$ cat config.mk
export PLATFORM = sky130hd
export DESIGN_NAME = uart_frame_ctrl_flat
export DESIGN_NICKNAME = d
export VERILOG_FILES = /design/src/rtl/uart_frame_ctrl_if.sv /design/src/rtl/uart_frame_ctrl.sv /design/src/flat_wrapper.sv
export SDC_FILE = /design/constraint.sdc
export NUM_CORES = 1
export LEC_CHECK = 0
export ABC_CLOCK_PERIOD_IN_PS = 2100
export BUFFER_PORTS_ARGS = -buffer_cell sky130_fd_sc_hd__buf_2
export CORE_AREA = 5 5 88 74
export CTS_CLUSTER_DIAMETER = 40
export DETAILED_ROUTE_END_ITERATION = 8
export DIE_AREA = 0 0 93 79
export PLACE_DENSITY = 0.76
export SYNTH_ARGS = -nofsm -noshare
export SYNTH_HDL_FRONTEND = slang
export SYNTH_SLANG_ARGS = --single-unit
$ cat constraint.sdc
create_clock -name clk_50MHz -period 2.1 [get_ports clk_50MHz]
set_clock_uncertainty 0.15 [all_clocks]
set_input_delay 0.42 -clock clk_50MHz [delete_from_list [all_inputs] [get_ports clk_50MHz]]
set_output_delay 0.42 -clock clk_50MHz [all_outputs]
set_load 0.1 [all_outputs]
$ cat src/rtl/uart_frame_ctrl_if.sv
// rtl/uart_frame_ctrl_if.sv - FIFO pop side and payload stream bundle for uart_frame_ctrl
interface uart_frame_ctrl_if #(
    parameter int DATA_BITS = 8
);
    logic                 rx_empty;
    logic [DATA_BITS-1:0] rx_data;
    logic                 read_uart;
    logic [DATA_BITS-1:0] pay_data;
    logic                 pay_valid;
    logic                 pay_ready;
    logic                 pay_last;

    // master: receive FIFO plus payload consumer; slave: the frame sequencer
    modport master (
        output rx_empty, rx_data, pay_ready,
        input  read_uart, pay_data, pay_valid, pay_last
    );

    modport slave (
        input  rx_empty, rx_data, pay_ready,
        output read_uart, pay_data, pay_valid, pay_last
    );
endinterface

$ cat src/rtl/uart_frame_ctrl.sv
// rtl/uart_frame_ctrl.sv - drains the UART rx FIFO into SOF/LEN/payload/CSUM frames
// Payload is streamed through; length, checksum and inter-byte timeout are checked.
module uart_frame_ctrl #(
    parameter int                 DATA_BITS   = 8,
    parameter logic [7:0]         SOF         = 8'hAA,
    parameter int                 MAX_LEN     = 16,
    parameter int                 LEN_BITS    = 5,
    parameter int                 TIMEOUT_CYC = 500000,
    parameter int                 TO_BITS     = 19
) (
    input  logic                clk_50MHz,
    input  logic                reset,
    input  logic                enable,
    uart_frame_ctrl_if.slave    bus,
    output logic                frame_ok,
    output logic                frame_err,
    output logic [1:0]          err_code,
    output logic [LEN_BITS-1:0] frame_len,
    output logic                busy
);
    typedef enum logic [1:0] {S_HUNT, S_LEN, S_PAYLOAD, S_CSUM} state_t;

    state_t                 r_state;
    logic [LEN_BITS-1:0]    r_len;
    logic [LEN_BITS-1:0]    r_cnt;
    logic [DATA_BITS-1:0]   r_sum;
    logic [TO_BITS-1:0]     r_to_cnt;
    logic                   r_frame_ok;
    logic                   r_frame_err;
    logic [1:0]             r_err_code;
    logic [LEN_BITS-1:0]    r_frame_len;
    logic                   r_busy;

    logic w_in_pay;
    logic w_avail;
    logic w_pop;
    logic w_last;
    logic w_timeout;
    logic w_len_bad;

    // gated by reset so nothing is popped or offered while held in reset
    assign w_avail   = reset & enable & ~bus.rx_empty;
    assign w_in_pay  = (r_state == S_PAYLOAD);
    assign w_pop     = w_avail & (~w_in_pay | bus.pay_ready);
    assign w_last    = (r_cnt == (r_len - LEN_BITS'(1)));
    assign w_timeout = (r_to_cnt == TO_BITS'(TIMEOUT_CYC - 1));
    assign w_len_bad = (bus.rx_data == '0) || (bus.rx_data > DATA_BITS'(MAX_LEN));

    assign bus.read_uart = w_pop;
    assign bus.pay_valid = w_avail & w_in_pay;
    assign bus.pay_data  = bus.rx_data;
    assign bus.pay_last  = w_avail & w_in_pay & w_last;

    assign frame_ok  = r_frame_ok;
    assign frame_err = r_frame_err;
    assign err_code  = r_err_code;
    assign frame_len = r_frame_len;
    assign busy      = r_busy;

    always_ff @(posedge clk_50MHz or negedge reset) begin
        if (!reset) begin
            r_state     <= S_HUNT;
            r_len       <= '0;
            r_cnt       <= '0;
            r_sum       <= '0;
            r_to_cnt    <= '0;
            r_frame_ok  <= 1'b0;
            r_frame_err <= 1'b0;
            r_err_code  <= 2'b00;
            r_frame_len <= '0;
            r_busy      <= 1'b0;
        end else begin
            r_frame_ok  <= 1'b0;
            r_frame_err <= 1'b0;
            if (r_state == S_HUNT) begin
                r_to_cnt <= '0;
                if (w_pop && (bus.rx_data == SOF)) begin
                    r_state <= S_LEN;
                    r_busy  <= 1'b1;
                end
            end else if (w_pop) begin
                r_to_cnt <= '0;
                case (r_state)
                    S_LEN: begin
                        r_len <= bus.rx_data[LEN_BITS-1:0];
                        r_cnt <= '0;
                        // checksum covers the payload bytes only
                        r_sum <= '0;
                        if (w_len_bad) begin
                            r_frame_err <= 1'b1;
                            r_err_code  <= 2'b01;
                            r_state     <= S_HUNT;
                            r_busy      <= 1'b0;
                        end else begin
                            r_state <= S_PAYLOAD;
                        end
                    end
                    S_PAYLOAD: begin
                        r_sum <= r_sum + bus.rx_data;
                        r_cnt <= r_cnt + LEN_BITS'(1);
                        if (w_last) begin
                            r_state <= S_CSUM;
                        end
                    end
                    S_CSUM: begin
                        r_frame_len <= r_len;
                        if (bus.rx_data == r_sum) begin
                            r_frame_ok <= 1'b1;
                            r_err_code <= 2'b00;
                        end else begin
                            r_frame_err <= 1'b1;
                            r_err_code  <= 2'b10;
                        end
                        r_state <= S_HUNT;
                        r_busy  <= 1'b0;
                    end
                    default: begin
                        r_state <= S_HUNT;
                        r_busy  <= 1'b0;
                    end
                endcase
            end else if (w_timeout) begin
                r_frame_err <= 1'b1;
                r_err_code  <= 2'b11;
                r_to_cnt    <= '0;
                r_state     <= S_HUNT;
                r_busy      <= 1'b0;
            end else begin
                r_to_cnt <= r_to_cnt + TO_BITS'(1);
            end
        end
    end
endmodule

$ cat src/flat_wrapper.sv
// flat-port wrapper written by rule: the top's interface ports become plain ports
module uart_frame_ctrl_flat 
#(
    parameter int                 DATA_BITS   = 8,
    parameter logic [7:0]         SOF         = 8'hAA,
    parameter int                 MAX_LEN     = 16,
    parameter int                 LEN_BITS    = 5,
    parameter int                 TIMEOUT_CYC = 500000,
    parameter int                 TO_BITS     = 19
)
  (clk_50MHz, reset, enable, frame_ok, frame_err, err_code, frame_len, busy, bus_rx_empty, bus_rx_data, bus_pay_ready, bus_read_uart, bus_pay_data, bus_pay_valid, bus_pay_last);
  uart_frame_ctrl_if #(.DATA_BITS(DATA_BITS)) bus_i ();
  input  logic clk_50MHz;
  input  logic reset;
  input  logic enable;
  output logic frame_ok;
  output logic frame_err;
  output logic [1:0] err_code;
  output logic [LEN_BITS-1:0] frame_len;
  output logic busy;
  input wire logic [$bits(bus_i.rx_empty)-1:0] bus_rx_empty;
  input wire logic [$bits(bus_i.rx_data)-1:0] bus_rx_data;
  input wire logic [$bits(bus_i.pay_ready)-1:0] bus_pay_ready;
  output wire logic [$bits(bus_i.read_uart)-1:0] bus_read_uart;
  output wire logic [$bits(bus_i.pay_data)-1:0] bus_pay_data;
  output wire logic [$bits(bus_i.pay_valid)-1:0] bus_pay_valid;
  output wire logic [$bits(bus_i.pay_last)-1:0] bus_pay_last;
  assign bus_i.rx_empty = bus_rx_empty;
  assign bus_i.rx_data = bus_rx_data;
  assign bus_i.pay_ready = bus_pay_ready;
  assign bus_read_uart = bus_i.read_uart;
  assign bus_pay_data = bus_i.pay_data;
  assign bus_pay_valid = bus_i.pay_valid;
  assign bus_pay_last = bus_i.pay_last;
  uart_frame_ctrl #(.DATA_BITS(DATA_BITS), .SOF(SOF), .MAX_LEN(MAX_LEN), .LEN_BITS(LEN_BITS), .TIMEOUT_CYC(TIMEOUT_CYC), .TO_BITS(TO_BITS)) u_core (.clk_50MHz(clk_50MHz), .reset(reset), .enable(enable), .bus(bus_i), .frame_ok(frame_ok), .frame_err(frame_err), .err_code(err_code), .frame_len(frame_len), .busy(busy));
endmodule
==> out/results.tsv, run 1 <==
stage	metric	value	unit
routing	drt-total-wl	6240	um
worst_setup_path	cpPeakStageDelay	370	ps
cells_and_area	antennaDiodeCount	0	
cells_and_area	drive_above_1_share	32.9	%
floorplanning	coreArea	0.00563	mm2
sta	finalCritPeriodShare	115	%
global_routing	grt_start_max_net_pins	50	
global_routing	grt_overflow	0	
sta	fin_crit	2410	ps
synth	syn-cell-area	0.00277	mm2
worst_setup_path	crit_arrival	1840	ps
synth	syn_nets	314	
global_routing	grt_pass1_vias	2344	
worst_setup_path	startpoint	u_core.r_len[1]	
sta	hold_viol	0	
floorplanning	die_y	79	um
power	power	3.97	mW
clock_tree	cts_hold_buf	0	
routing	wl_per_cell	14.9	um
synth	synth_cell_type_count	45	
synth	synth-warning-count	0	
routing	dr.first_iter.drc_count	136	
routing	drt_pass1_iterations	4	
sta	slew_headroom	58.6	%
routing	viasPerCell	5.34	
status	violations	negative setup slack	
place	dp_hpwl	4550	um
status	status	complete, but fails checks	
worst_setup_path	worstSetupPathType	reg -> out	
global_routing	grt_usage	18.5	%
floorplanning	dieArea	0.00735	mm2
power	leakage	1.67	nW
worst_setup_path	cp_max_fo	3	
worst_setup_path	crit_chain	inv_2, ha_4, nor2b_1, o21ai_0, o311ai_2, nand3_2, nor2_4, buf_12	
floorplanning	io_pins	34	
floorplanning	num_rows	25	
cells_and_area	syn_to_final_growth	28.0	%
place	dp_slack	-187	ps
worst_setup_path	worstSetupStartpointType	flop	
routing	drc_errors	0	
synth	synth_edf_count	0	
place	portBuffers	33	
clock_tree	cts_buffers	5	
clock_tree	cts_sinks	49	
sta	setup_ws	-306	ps
floorplanning	die_w	93	um
routing	vias	2241	
global_routing	grt_first_pass_wirelength	10900	um
clock_tree	clock-root-buffer	clkbuf_8	
clock_tree	htree_levels	2	
synth	synthFlopType	dfrtp_1	
sta	tightest_slew	620	ps
sta	drv_slew	0	
worst_setup_path	r2r_start	u_core.r_sum[1]	
synth	ys_ff_latch	49	
power	powerDensity	1120	mW/mm2
sta	max_freq	0.416	GHz
clock_tree	path_clk_slew	100	ps
cells_and_area	nets	382	
worst_setup_path	crit_path_top_delay_cell	dfrtp_1	
clock_tree	insertion_delay	310	ps
place	gp_congestion	0.885	
hold_path	hold_class	in -> async	
synth	synthesis.instances	284	
worst_setup_path	end_kind	output pin	
sta	rsz0062_at_grt	true	
worst_setup_path	r2r_cells	7	
worst_setup_path	cp.required	1530	ps
synth	syn_area_per_cell	9.77	um2
sta	finalSetupViolations	1	
global_routing	antenna_found_initial	0	
power	peakVddDrop	0.000597	V
flow_run	maxCapViolCount	0	
synth	yosysSeqAreaShare	44.2	%
routing	ant_nets	0	
clock_tree	cts_buffer_depth	2	
synth	synth_async_sr_flop_share	100	%
clock_tree	cts_tree	yes	
floorplanning	initial_core_util	49.3	%
==> final timing paths <==
| kind | to | slack (ps) |
|---|---|---|
| max in group asynchronous | u_core.r_state[1] | 1240 |
| setup reg to reg | u_core.r_sum[7] | 10 |
| setup / recovery | bus_pay_last | -310 |
| min in group clk_50MHz | u_core.frame_len[3] | 330 |
| hold reg to reg | u_core.frame_len[3] | 330 |
| hold / removal | u_core.r_to_cnt[1] | 130 |
==> critical path, delay by kind of cell (launching register included) <==
kind,cells,cell delay [ps]
buf+inv,2,240
compound gates,2,280
flops,1,370
fa+ha+maj,1,160
simple gates,3,470
==> kinds of logic (layout without fill, tap and decap cells) <==
family | Yosys count | after routing | share of synthesized area [%]
AO/OA/AOI/OAI | 45 | 45 | 10.6
XOR/XNOR | 28 | 28 | 8.84
adder cells (fa/ha/maj) | 17 | 17 | 7.94
buffers and inverters | 22 | 91 | 4.74
flip-flops | 49 | 49 | 44.2
multiplexers | 9 | 9 | 3.56
AND/OR/NAND/NOR | 114 | 114 | 20.2
==> through the flow <==
step           utilization, %  TNS, ps  instances  area (um2)  hold WS, ps
5_1_grt                  63.1     -541        420        3550          194
3_3_place_gp             57.9     -648        403        3260          306
4_1_cts                  61.9     -301        416        3490          155
6_report                 63.1     -306        420        3550          128
2_1_floorplan               -    -5480        284        2830        -25.6
3_5_place_dp             57.9     -918        403        3260          314
==> layout make-up <==
cell class / instances / area [um2]
Clock buffer: 6 / 82.6
Clock inverter: 2 / 37.5
Fill cell: 451 / 2080
Inverter: 11 / 45.0
Multi-Input combinational cell: 213 / 1560
Sequential cell: 49 / 1230
Tap cell: 67 / 83.8
Timing Repair Buffer: 72 / 510
==> cell usage in the layout (no fill, tap or decap), drive strengths merged, types with 3 or more instances in the layout <==
cell and count:
nand3 12, xor2 15, nor2 32, and2 3, a21oi 7, o21ai 14
mux2 7, and3 7, nor2b 4, nand2 29, inv 10, nor4 5
a21o 4, a31oi 3, xnor2 13, a22o 6, ha 16, nor3 9
dfrtp 49, clkbuf 6, o31ai 3, buf 72
==> Yosys cell counts, drive strengths merged, types with 4 or more instances <==
library cell	count	area [um2]
and3	7	43.8
mux2	7	78.8
nand2	29	109
nor4	5	31.3
ha	16	200
xnor2	13	114
nor2b	4	25.0
nand3	12	60.1
dfrtp	49	1230
xor2	15	131
nor2	32	120
inv	11	41.3
a21o	4	30.0
o21ai	14	70.1
a22o	6	52.6
a21oi	7	35.0
buf	10	86.3
nor3	9	45.0
==> timing repair <==
action / in CTS / in global routing
setup buffers: 5 / 4
pin swaps: 3 / 8
endpoints found under the hold margin: 0 / 0
setup endpoints to repair: 7 / 26
gates resized for setup: 14 / 10
==> power by group <==
| group | internal, mW | leakage [nW] | switching, mW |
|---|---|---|---|
| registers | 1.13 | 0.667 | 0.166 |
| logic | 0.876 | 0.947 | 1.09 |
| clock network | 0.387 | 0.0574 | 0.322 |
| total | 2.39 | 1.67 | 1.58 |
==> sequential cells by signal (all words and copies together), names as in the netlist <==
name	flops
u_core.r_sum	8
u_core.frame_len	5
u_core.frame_ok	1
u_core.r_len	5
u_core.err_code	2
u_core.r_to_cnt	19
u_core.r_cnt	5
u_core.r_state	2
u_core.frame_err	1
u_core.busy	1
==> per-layer routing <==
layer / track usage (%) / vias up / share of wire, %
met3: 3.31 / 9 / 3.3
li1: - / 1115 / -
met2: 30.8 / 43 / 47
met4: 5.56 / 0 / 1.2
met5: 0 / - / 0
met1: 24.8 / 1074 / 48
Power figures use the tool's default switching activity.
==> run 2, diff against run 1 <==
--- a/config.mk
+++ b/config.mk
@@ -5,12 +5,13 @@
 export SDC_FILE = /design/constraint.sdc
 export NUM_CORES = 1
 export LEC_CHECK = 0
+export ABC_AREA = 1
 export ABC_CLOCK_PERIOD_IN_PS = 2100
 export BUFFER_PORTS_ARGS = -buffer_cell sky130_fd_sc_hd__buf_2
-export CORE_AREA = 5 5 88 74
+export CORE_AREA = 5 5 92 77
 export CTS_CLUSTER_DIAMETER = 40
 export DETAILED_ROUTE_END_ITERATION = 8
-export DIE_AREA = 0 0 93 79
+export DIE_AREA = 0 0 97 82
 export PLACE_DENSITY = 0.76
 export SYNTH_ARGS = -nofsm -noshare
 export SYNTH_HDL_FRONTEND = slang
==> out/results.tsv, run 2 <==
stage	metric	value	unit	change
sta	fin_crit	2390	ps	-19.8 ps
synth	ys_top_cells_by_count	nand2_1, dfrtp_1, nor2_1		
worst_setup_path	cpMostUsedCell	nand2_1		
power	powerDensity	878	mW/mm2	-22%
worst_setup_path	crit_arrival	1820	ps	-20 ps
floorplanning	dieArea	0.00795	mm2	+8.3%
routing	drt-total-wl	6930	um	+11%
synth	synth_largest_area_cell	dfrtp_1		
routing	drt_pass1_iterations	4		unchanged
synth	synthesis.instances	409		+44%
synth	syn-cell-area	0.00307	mm2	+11%
worst_setup_path	path_buf_inv	3		+1
sta	finalCritPeriodShare	114	%	-0.94 points
clock_tree	clock-root-buffer	clkbuf_8		
global_routing	antenna_found_initial	0		unchanged
worst_setup_path	crit_chain	inv_2, ha_4, inv_1, nand2_1, nand2_1, nor2_1, nand2_1, nor2_1, nand2_1, nor3_4, buf_12		
synth	synth_async_sr_flop_share	100	%	unchanged
worst_setup_path	crit-reg2reg-capture	u_core.r_to_cnt[2]		
status	status	complete, but fails checks		
clock_tree	cts_buffers	5		unchanged
worst_setup_path	startpoint	u_core.r_len[0]		
sta	tightest_slew	633	ps	+12.3 ps
worst_setup_path	cp_max_fo	2		-1
synth	yosysMostFrequentCell	nand2_1		
synth	synth-warning-count	0		unchanged
cells_and_area	syn_to_final_growth	15.9	%	
clock_tree	htree_levels	2		unchanged
worst_setup_path	worstSetupStartpointType	flop		
sta	setup_ws	-286	ps	+19.8 ps
clock_tree	cts_sinks	49		unchanged
synth	synth_top_area_share	40.0	%	-4.3 points
synth	synth_cell_type_count	32		-29%
worst_setup_path	rrSetupSlack	180	ps	+170 ps
sta	hold_viol	0		unchanged
sta	drv_slew	0		unchanged
cells_and_area	final_cell_mix	nand2_1, nor2_1, dfrtp_1, inv_1, buf_2		
sta	hold_slack	87.1	ps	-40.9 ps
floorplanning	die_y	82	um	+3.8%
global_routing	grt_first_pass_wirelength	11900	um	+9.6%
sta	max_freq	0.419	GHz	+0.83%
power	clkPwrFrac	19.0	%	+1.2 points
worst_setup_path	crit_path_top_delay_cell	dfrtp_1		
clock_tree	cts_hold_buf	0		unchanged
cells_and_area	layout.cells.non_filler	537		+28%
routing	vias	2741		+22%
clock_tree	cts_tree	yes		
cells_and_area	final_cell_area	0.00356	mm2	+0.18%
place	dp_slack	-19.9	ps	+167 ps
floorplanning	num_rows	26		+4.0%
floorplanning	die_w	97	um	+4.3%
status	violations	negative setup slack		
place	post-place-cells	526		+31%
worst_setup_path	r2r_start	u_core.r_state[0]		
floorplanning	coreArea	0.00615	mm2	+9.2%
synth	syn_nets	439		+40%
synth	synthFlopType	dfrtp_1		
synth	synth_area_leaders	dfrtp_1, nand2_1, ha_1		
power	p_sw	1.37	mW	-14%
power	intPower	1.75	mW	-27%
floorplanning	io_pins	34		unchanged
sta	finalSetupViolations	1		unchanged
routing	drc_errors	0		unchanged
place	dpl_cell_area	0.00342	mm2	+5.0%
worst_setup_path	end_kind	output pin		
clock_tree	path_clk_slew	100	ps	about the same
sta	rsz0062_at_grt	true		
synth	ys_ff_latch	49		unchanged
cells_and_area	largest_reg_flops	19		unchanged
worst_setup_path	cpPeakStageDelay	370	ps	about the same
worst_setup_path	crit_end	bus_pay_last		
hold_path	hold_class	in -> async		
power	sequentialPowerShare	38.4	%	+5.8 points
cells_and_area	top_regs	u_core.r_to_cnt (19), u_core.r_sum (8)		
power	swShare	43.8	%	+4.0 points
routing	ant_nets	0		unchanged
power	leakage	1.78	nW	+6.4%
flow_run	maxCapViolCount	0		unchanged
worst_setup_path	worst-path-stages	11		+3
synth	synth_edf_count	0		unchanged
cells_and_area	registers.top_by_ff_count	u_core.r_to_cnt		
sta	finalSetupTns	-286	ps	+19.8 ps
synth	yosysSeqAreaShare	40.0	%	-4.3 points
clock_tree	cts_buffer_depth	2		unchanged
place	portBuffers	33		unchanged
global_routing	grt_pass1_vias	2619		+12%
cells_and_area	antennaDiodeCount	0		unchanged
place	dp_hpwl	5230	um	+15%
power	combPwrFrac	42.6	%	-7.0 points
cells_and_area	drive_above_1_share	18.3	%	-15 points
global_routing	grt_usage	18.6	%	+0.099 points
routing	viasPerCell	5.10		-4.3%
place	gp_congestion	0.899		+1.6%
synth	syn_area_per_cell	7.50	um2	-23%
sta	slew_headroom	57.8	%	-0.82 points
cells_and_area	final_core_util	57.9	%	-5.2 points
routing	dr.first_iter.drc_count	207		+52%
worst_setup_path	r2r_cells	11		+4
cells_and_area	final_common_cell	nand2_1		
cells_and_area	nets	482		+26%
routing	wl_per_cell	12.9	um	-13%
clock_tree	insertion_delay	310	ps	about the same
worst_setup_path	cp.required	1530	ps	about the same
worst_setup_path	worstSetupPathType	reg -> out		
power	power	3.12	mW	-21%
global_routing	grt_start_max_net_pins	50		unchanged
floorplanning	initial_core_util	49.9	%	+0.65 points
worst_setup_path	cp_top_family	simple AND/OR/NAND/NOR gates		
power	peakVddDrop	0.000552	V	-7.4%
global_routing	grt_overflow	0		unchanged
[run 2: cell families after synthesis]
kind of cell | synth area share (%)
buf+inv | 8.68
xor+xnor | 2.00
compound gates | 9.87
simple gates | 32.3
flops | 40.0
fa+ha+maj | 7.17
[run 2: worst min-delay path by stage]
stage / startpoint / to / slack, ps / cells after the start
3_5_place_dp: u_core.err_code[0] / u_core.err_code[0] / 320 / 2
3_3_place_gp: u_core.err_code[0] / u_core.err_code[0] / 310 / 2
4_1_cts: reset / u_core.r_to_cnt[3] / 120 / 2
5_1_grt: reset / u_core.r_to_cnt[4] / 140 / 2
2_1_floorplan: reset / u_core.busy / -30 / 0
6_report: reset / u_core.frame_len[4] / 90 / 2
[run 2: power by group through the flow]
| stage | Combinational (mW) | Clock, mW | Sequential (mW) |
|---|---|---|---|
| after floorplan | 0.757 | 0 | 1.42 |
| after global placement | 1.25 | 0 | 1.21 |
| after detailed placement | 1.27 | 0 | 1.22 |
| after CTS | 1.33 | 0.612 | 1.19 |
| after global routing | 1.47 | 0.652 | 1.22 |
| final | 1.33 | 0.593 | 1.20 |
[run 2: area by class of cell]
class	instances	area (um2)
fillers	577	2590
multi-input cells	301	1630
flip-flops and latches	49	1230
repair buffers	47	315
inverters	48	188
well taps	84	105
clock buffers	6	82.6
clock inverters	2	13.8
[run 2: timing repair]
action,CTS,global route
buffers inserted,2,1
pin swaps,1,0
endpoints found under the setup margin,2,2
gates resized for setup,2,1
[run 2: worst register-to-register path: cells and delay by family (launching register included)]
family / cells / cell delay, ps
adders and majority gates: 1 / 210
buffers and inverters: 4 / 510
DFF: 1 / 410
AOI/OAI and AO/OA: 2 / 250
and+or+nand+nor: 4 / 310
[run 2: routing by layer]
layer / share of wire (%) / GRT usage [%] / wire [um] / up-vias
li1: - / - / - / 1406
met1: 49 / 24.5 / 3360 / 1269
met2: 47 / 31.7 / 3230 / 62
met3: 3.9 / 3.31 / 273 / 4
met4: 0.85 / 5.75 / 59 / 0
met5: 0 / 0 / 0 / -
